<file path="src/rtl/wash_timer.sv">
// Wash/spin stage timer: prescaled tick counter with registered timeout flags.
// Optional WASH_TIMER_PAUSE_EN adds a pause input that freezes an active stage.
module wash_timer #(
    parameter int unsigned TICK_DIV = 4
) (
    input  logic       clk,
    input  logic       reset,
    input  logic       wash_run,
    input  logic       spin_run,
    input  logic       clear,
`ifdef WASH_TIMER_PAUSE_EN
    input  logic       pause,
`endif
    input  logic [7:0] cycle_len,
    input  logic [7:0] spin_len,
    output logic       cycle_timeout,
    output logic       spin_timeout,
    output logic       busy,
    output logic [7:0] remaining
);

    localparam logic [7:0] PRE_LAST = 8'(TICK_DIV - 1);

    typedef enum logic [2:0] {
        IDLE     = 3'b000,
        WASH     = 3'b001,
        SPIN     = 3'b010,
        EXP_WASH = 3'b011,
        EXP_SPIN = 3'b100
    } state_t;

    state_t     state;
    logic [7:0] counter;
    logic [7:0] prescaler;
    logic       paused;
    logic       run_req;

`ifdef WASH_TIMER_PAUSE_EN
    assign paused = pause;
`else
    assign paused = 1'b0;
`endif

    always_comb begin
        run_req = (state == SPIN) ? spin_run : wash_run;
    end

    function automatic logic [7:0] nonzero_len(input logic [7:0] len);
        return (len == 8'd0) ? 8'd1 : len;
    endfunction

    always_ff @(posedge clk or negedge reset) begin
        if (!reset) begin
            state         <= IDLE;
            counter       <= '0;
            prescaler     <= '0;
            cycle_timeout <= 1'b0;
            spin_timeout  <= 1'b0;
            busy          <= 1'b0;
            remaining     <= '0;
        end else if (clear) begin
            state         <= IDLE;
            counter       <= '0;
            prescaler     <= '0;
            cycle_timeout <= 1'b0;
            spin_timeout  <= 1'b0;
            busy          <= 1'b0;
            remaining     <= '0;
        end else begin
            case (state)
                IDLE: begin
                    prescaler     <= '0;
                    cycle_timeout <= 1'b0;
                    spin_timeout  <= 1'b0;
                    if (wash_run) begin
                        state     <= WASH;
                        counter   <= nonzero_len(cycle_len);
                        remaining <= nonzero_len(cycle_len);
                        busy      <= 1'b1;
                    end else if (spin_run) begin
                        state     <= SPIN;
                        counter   <= nonzero_len(spin_len);
                        remaining <= nonzero_len(spin_len);
                        busy      <= 1'b1;
                    end else begin
                        counter   <= '0;
                        remaining <= '0;
                        busy      <= 1'b0;
                    end
                end

                WASH, SPIN: begin
                    if (!run_req) begin
                        state     <= IDLE;
                        counter   <= '0;
                        prescaler <= '0;
                        busy      <= 1'b0;
                        remaining <= '0;
                    end else if (!paused) begin
                        if (prescaler == PRE_LAST) begin
                            prescaler <= '0;
                            // Final tick: expire instead of decrementing to zero.
                            if (counter == 8'd1) begin
                                state         <= (state == WASH) ? EXP_WASH : EXP_SPIN;
                                counter       <= '0;
                                busy          <= 1'b0;
                                remaining     <= '0;
                                cycle_timeout <= (state == WASH);
                                spin_timeout  <= (state == SPIN);
                            end else begin
                                counter   <= counter - 8'd1;
                                remaining <= counter - 8'd1;
                            end
                        end else begin
                            prescaler <= prescaler + 8'd1;
                        end
                    end
                end

                EXP_WASH: begin
                    if (!wash_run) begin
                        state         <= IDLE;
                        cycle_timeout <= 1'b0;
                    end
                end

                EXP_SPIN: begin
                    if (!spin_run) begin
                        state        <= IDLE;
                        spin_timeout <= 1'b0;
                    end
                end

                default: begin
                    state         <= IDLE;
                    counter       <= '0;
                    prescaler     <= '0;
                    cycle_timeout <= 1'b0;
                    spin_timeout  <= 1'b0;
                    busy          <= 1'b0;
                    remaining     <= '0;
                end
            endcase
        end
    end

endmodule

</file>
<file path="config.mk">
export PLATFORM = sky130hd
export DESIGN_NAME = wash_timer
export DESIGN_NICKNAME = d
export VERILOG_FILES = /design/src/rtl/wash_timer.sv
export SDC_FILE = /design/constraint.sdc
export NUM_CORES = 1
export LEC_CHECK = 0
export ABC_AREA = 1
export CORE_MARGIN = 5
export CORE_UTILIZATION = 56
export CTS_BUF_LIST = sky130_fd_sc_hd__clkbuf_16
export CTS_CLUSTER_SIZE = 28
export DETAILED_ROUTE_END_ITERATION = 16
export GPL_TIMING_DRIVEN = 0
export PLACE_DENSITY = 0.85
export SYNTH_ARGS = -nofsm -noshare
export SYNTH_HDL_FRONTEND = slang
export SYNTH_SLANG_ARGS = --single-unit
</file>
<file path="constraint.sdc">
create_clock -name clk -period 2.5 [get_ports clk]
set_clock_uncertainty 0.1 [all_clocks]
set_input_delay 0.5 -clock clk [delete_from_list [all_inputs] [get_ports clk]]
set_output_delay 0.5 -clock clk [all_outputs]
set_load 0.03 [all_outputs]
</file>
==> qor.yml <==
run_status:
  status: "finished clean"
place:
  preCtsSetupSlack_ns: 0.306
  place_area_sq_um: 2040
  dpl.cell_count: 321
  place_congestion: 0.879
  io_buffers: 31
  dpl.hpwl_mm: 2.98
setup_path:
  cp_max_fo: 5
  critPathKind: "flip-flop to output port"
  max_stage_delay_ns: 0.70
  cp_top_family: "buffers and inverters"
  critical_path_arrival_ns: 1.39
  path_buf_inv: 1
  startpoint_type: "flip-flop"
  worstSetupEndpointType: "output port"
  cp_data_required_time_ns: 1.90
  critPathSlowestCell: "clkdlybuf4s50_1"
  crit_path_cell_trace: "clkdlybuf4s50_1"
route:
  firstDrtPassIters: 4
  detail-route-antenna-nets: 0
  drt_wl_total_mm: 3.88
  wl_per_cell_um: 11.9
  drc_errors: 0
  via_count: 1705
  viasPerCell: 5.25
  drt_iter0_markers: 111
logic_synthesis:
  synth_compound_area_frac: 0.0850
  yosys.area.top_type_share: 0.325
  synthArstFlopShare: 1.00
  synthesis.nets: 281
  yosys-top-cells-area: "dfrtp_1 33%, nand2_1 18%, nor2_1 7.3%"
  synth_area_per_cell_sq_um: 6.59
  syn_area_sq_um: 1690
  synth_simple_gate_area_share: 0.452
  yosys.area_share.adder: 0.0222
  synth_xor_area_frac: 0.0259
  yosysSeqAreaShare: 0.325
  yosysMostFrequentCell: "nand2_1"
  synth_common_cells: "81 x nand2_1, 33 x nor2_1, 30 x inv_1, 22 x dfrtp_1, 14 x nand3_1"
  synth_edf_count: 0
  synth_flop_cell: "dfrtp_1"
  ys.warnings.count: 0
  netlist_instances: 257
  synthMuxAreaShare: 0
  synth_top_family_by_area: "simple AND/OR/NAND/NOR gates"
  yosys.area.top_type: "dfrtp_1"
  synth_cell_types: 27
  ys_ff_latch: 22
power:
  power_leakage_nw: 1.05
  finalPower_mw: 2.27
  power_density_nw_per_um2: 1070
  vdd_ir_drop_max_mv: 0.599
floorplanning:
  die_h_um: 65.0
  die_x_um: 65.0
  coreArea_sq_um: 2980
  pin_count: 32
  start_util: 0.568
  rows: 20
  dieArea_sq_um: 4220
timing:
  fin_crit_ns: 1.99
  hold_violations: 0
  fin_crit_sh: 0.797
  drv_slew: 0
  max_freq_ghz: 0.502
  setup_viol: 0
  rsz0062_at_grt: "false"
  worst_slew_pin_slew_ns: 1.01
  max_slew_margin: 0.321
  finalSetupTns_ns: 0
  whs_ns: 0.380
  layout_setup_ws_ns: 0.506
clocking:
  post_cts_buffers: 0
  cts_hold_buf: 0
  numCtsBuffers: 3
  clk_pin_slew_worst_paths_ns: 0.06
  clockRootBuffer: "clkbuf_16"
  cts_tree: "done"
  cts_buffer_depth: 2
  htreeDepth: 1
  cts_resized: 0
  insertion_delay_ns: 0.25
  cts_sinks: 22
min_path:
  hp-class: "flip-flop to flip-flop"
grt:
  antenna_found_initial: 0
  grt_util_all_layers: 0.195
  overflow: 0
  grt_max_degree: 23
  use_met2: 0.352
  grt.busiest_layer: "met2"
  grt_pass1_vias: 1576
  globalRouteMet1Util: 0.242
  grt_util_met3: 0.0277
  grt_pass1_wl_mm: 6.62
run:
  cap_violations: 0
finish:
  postLayoutCoreUtil: 0.713
  stdcell_area_sq_um: 2120
  antenna_cells: 0
  drive_gt1_frac: 0.0959
  fillCellCount: 271
  fin_cells: 325
  finalNetCount: 317
  synthToLayoutAreaGrowth_pct: 25.4
routing by layer:
metal | vias up | wire length, um
met5 | - | 0
met4 | 0 | 36
met3 | 6 | 130
met2 | 36 | 1920
met1 | 772 | 1790
li1 | 891 | -
kinds of logic after synthesis:
kind of cell    Yosys count
simple gates            164
buf+inv                  36
compound gates           27
flops                    22
xor+xnor                  5
fa+ha+maj                 3
cell type report:
| type | count | area (sq um) | area share |
|---|---|---|---|
| Multi-Input combinational cell | 199 | 990 | 0.466 |
| Sequential cell | 22 | 551 | 0.259 |
| Timing Repair Buffer | 31 | 310 | 0.146 |
| Inverter | 34 | 130 | 0.0613 |
| Clock buffer | 3 | 75.1 | 0.0354 |
| Tap cell | 33 | 41.3 | 0.0194 |
| Buffer | 2 | 22.5 | 0.0106 |
| Clock inverter | 1 | 3.75 | 0.00177 |
registers in the layout (all words and copies together) (netlist names):
name / cells
state: 3
busy: 1
prescaler: 8
cycle_timeout: 1
spin_timeout: 1
counter: 8
worst register-to-register path, cell delays in order (launching register included):
cell and delay, ns:
dfrtp_1 0.41, ha_1 0.18, inv_1 0.07, nor2_1 0.11, nand2_1 0.06, nor2_1 0.08, nand2_1 0.08, o21ai_1 0.28
nand2_1 0.09, nand2_1 0.07, nand2_1 0.04
power breakdown:
group | internal, mW | switching (mW) | total (mW) | leakage (nW)
Combinational | 0.521 | 0.837 | 1.36 | 0.714
Sequential | 0.453 | 0.124 | 0.578 | 0.299
Clock | 0.213 | 0.126 | 0.339 | 0.0385
Total | 1.19 | 1.09 | 2.27 | 1.05
worst paths after layout:
path / startpoint / depth (start not counted) / slack, ns / end
worst max-delay path: counter[0] / 1 / 0.51 / remaining[0]
worst min-delay path: busy / 2 / 0.38 / busy
worst max register to register: prescaler[0] / 10 / 0.82 / spin_timeout
worst min register to register: busy / 2 / 0.38 / busy
max in group asynchronous: reset / 1 / 0.98 / counter[5]
min in group asynchronous: reset / 1 / 0.71 / state[2]
layout by cell type, fill, tap and decap left out, drive strengths merged:
| master | synthesis | final |
|---|---|---|
| a21oi | 13 | 13 |
| nand4 | 7 | 7 |
| nand3b | 4 | 4 |
| nor2 | 39 | 39 |
| ha | 3 | 3 |
| o21ai | 12 | 12 |
| inv | 34 | 34 |
| buf | 2 | 2 |
| xnor2 | 3 | 3 |
| clkbuf | 0 | 3 |
| nand3 | 16 | 16 |
| clkinv | 0 | 1 |
| nand2 | 90 | 90 |
| dfrtp | 22 | 22 |
| nor3 | 8 | 8 |
| a211oi | 1 | 1 |
| xor2 | 2 | 2 |
| clkdlybuf4s50 | 0 | 31 |
| o21bai | 1 | 1 |
No activity file was read; power rests on OpenSTA's default activity.
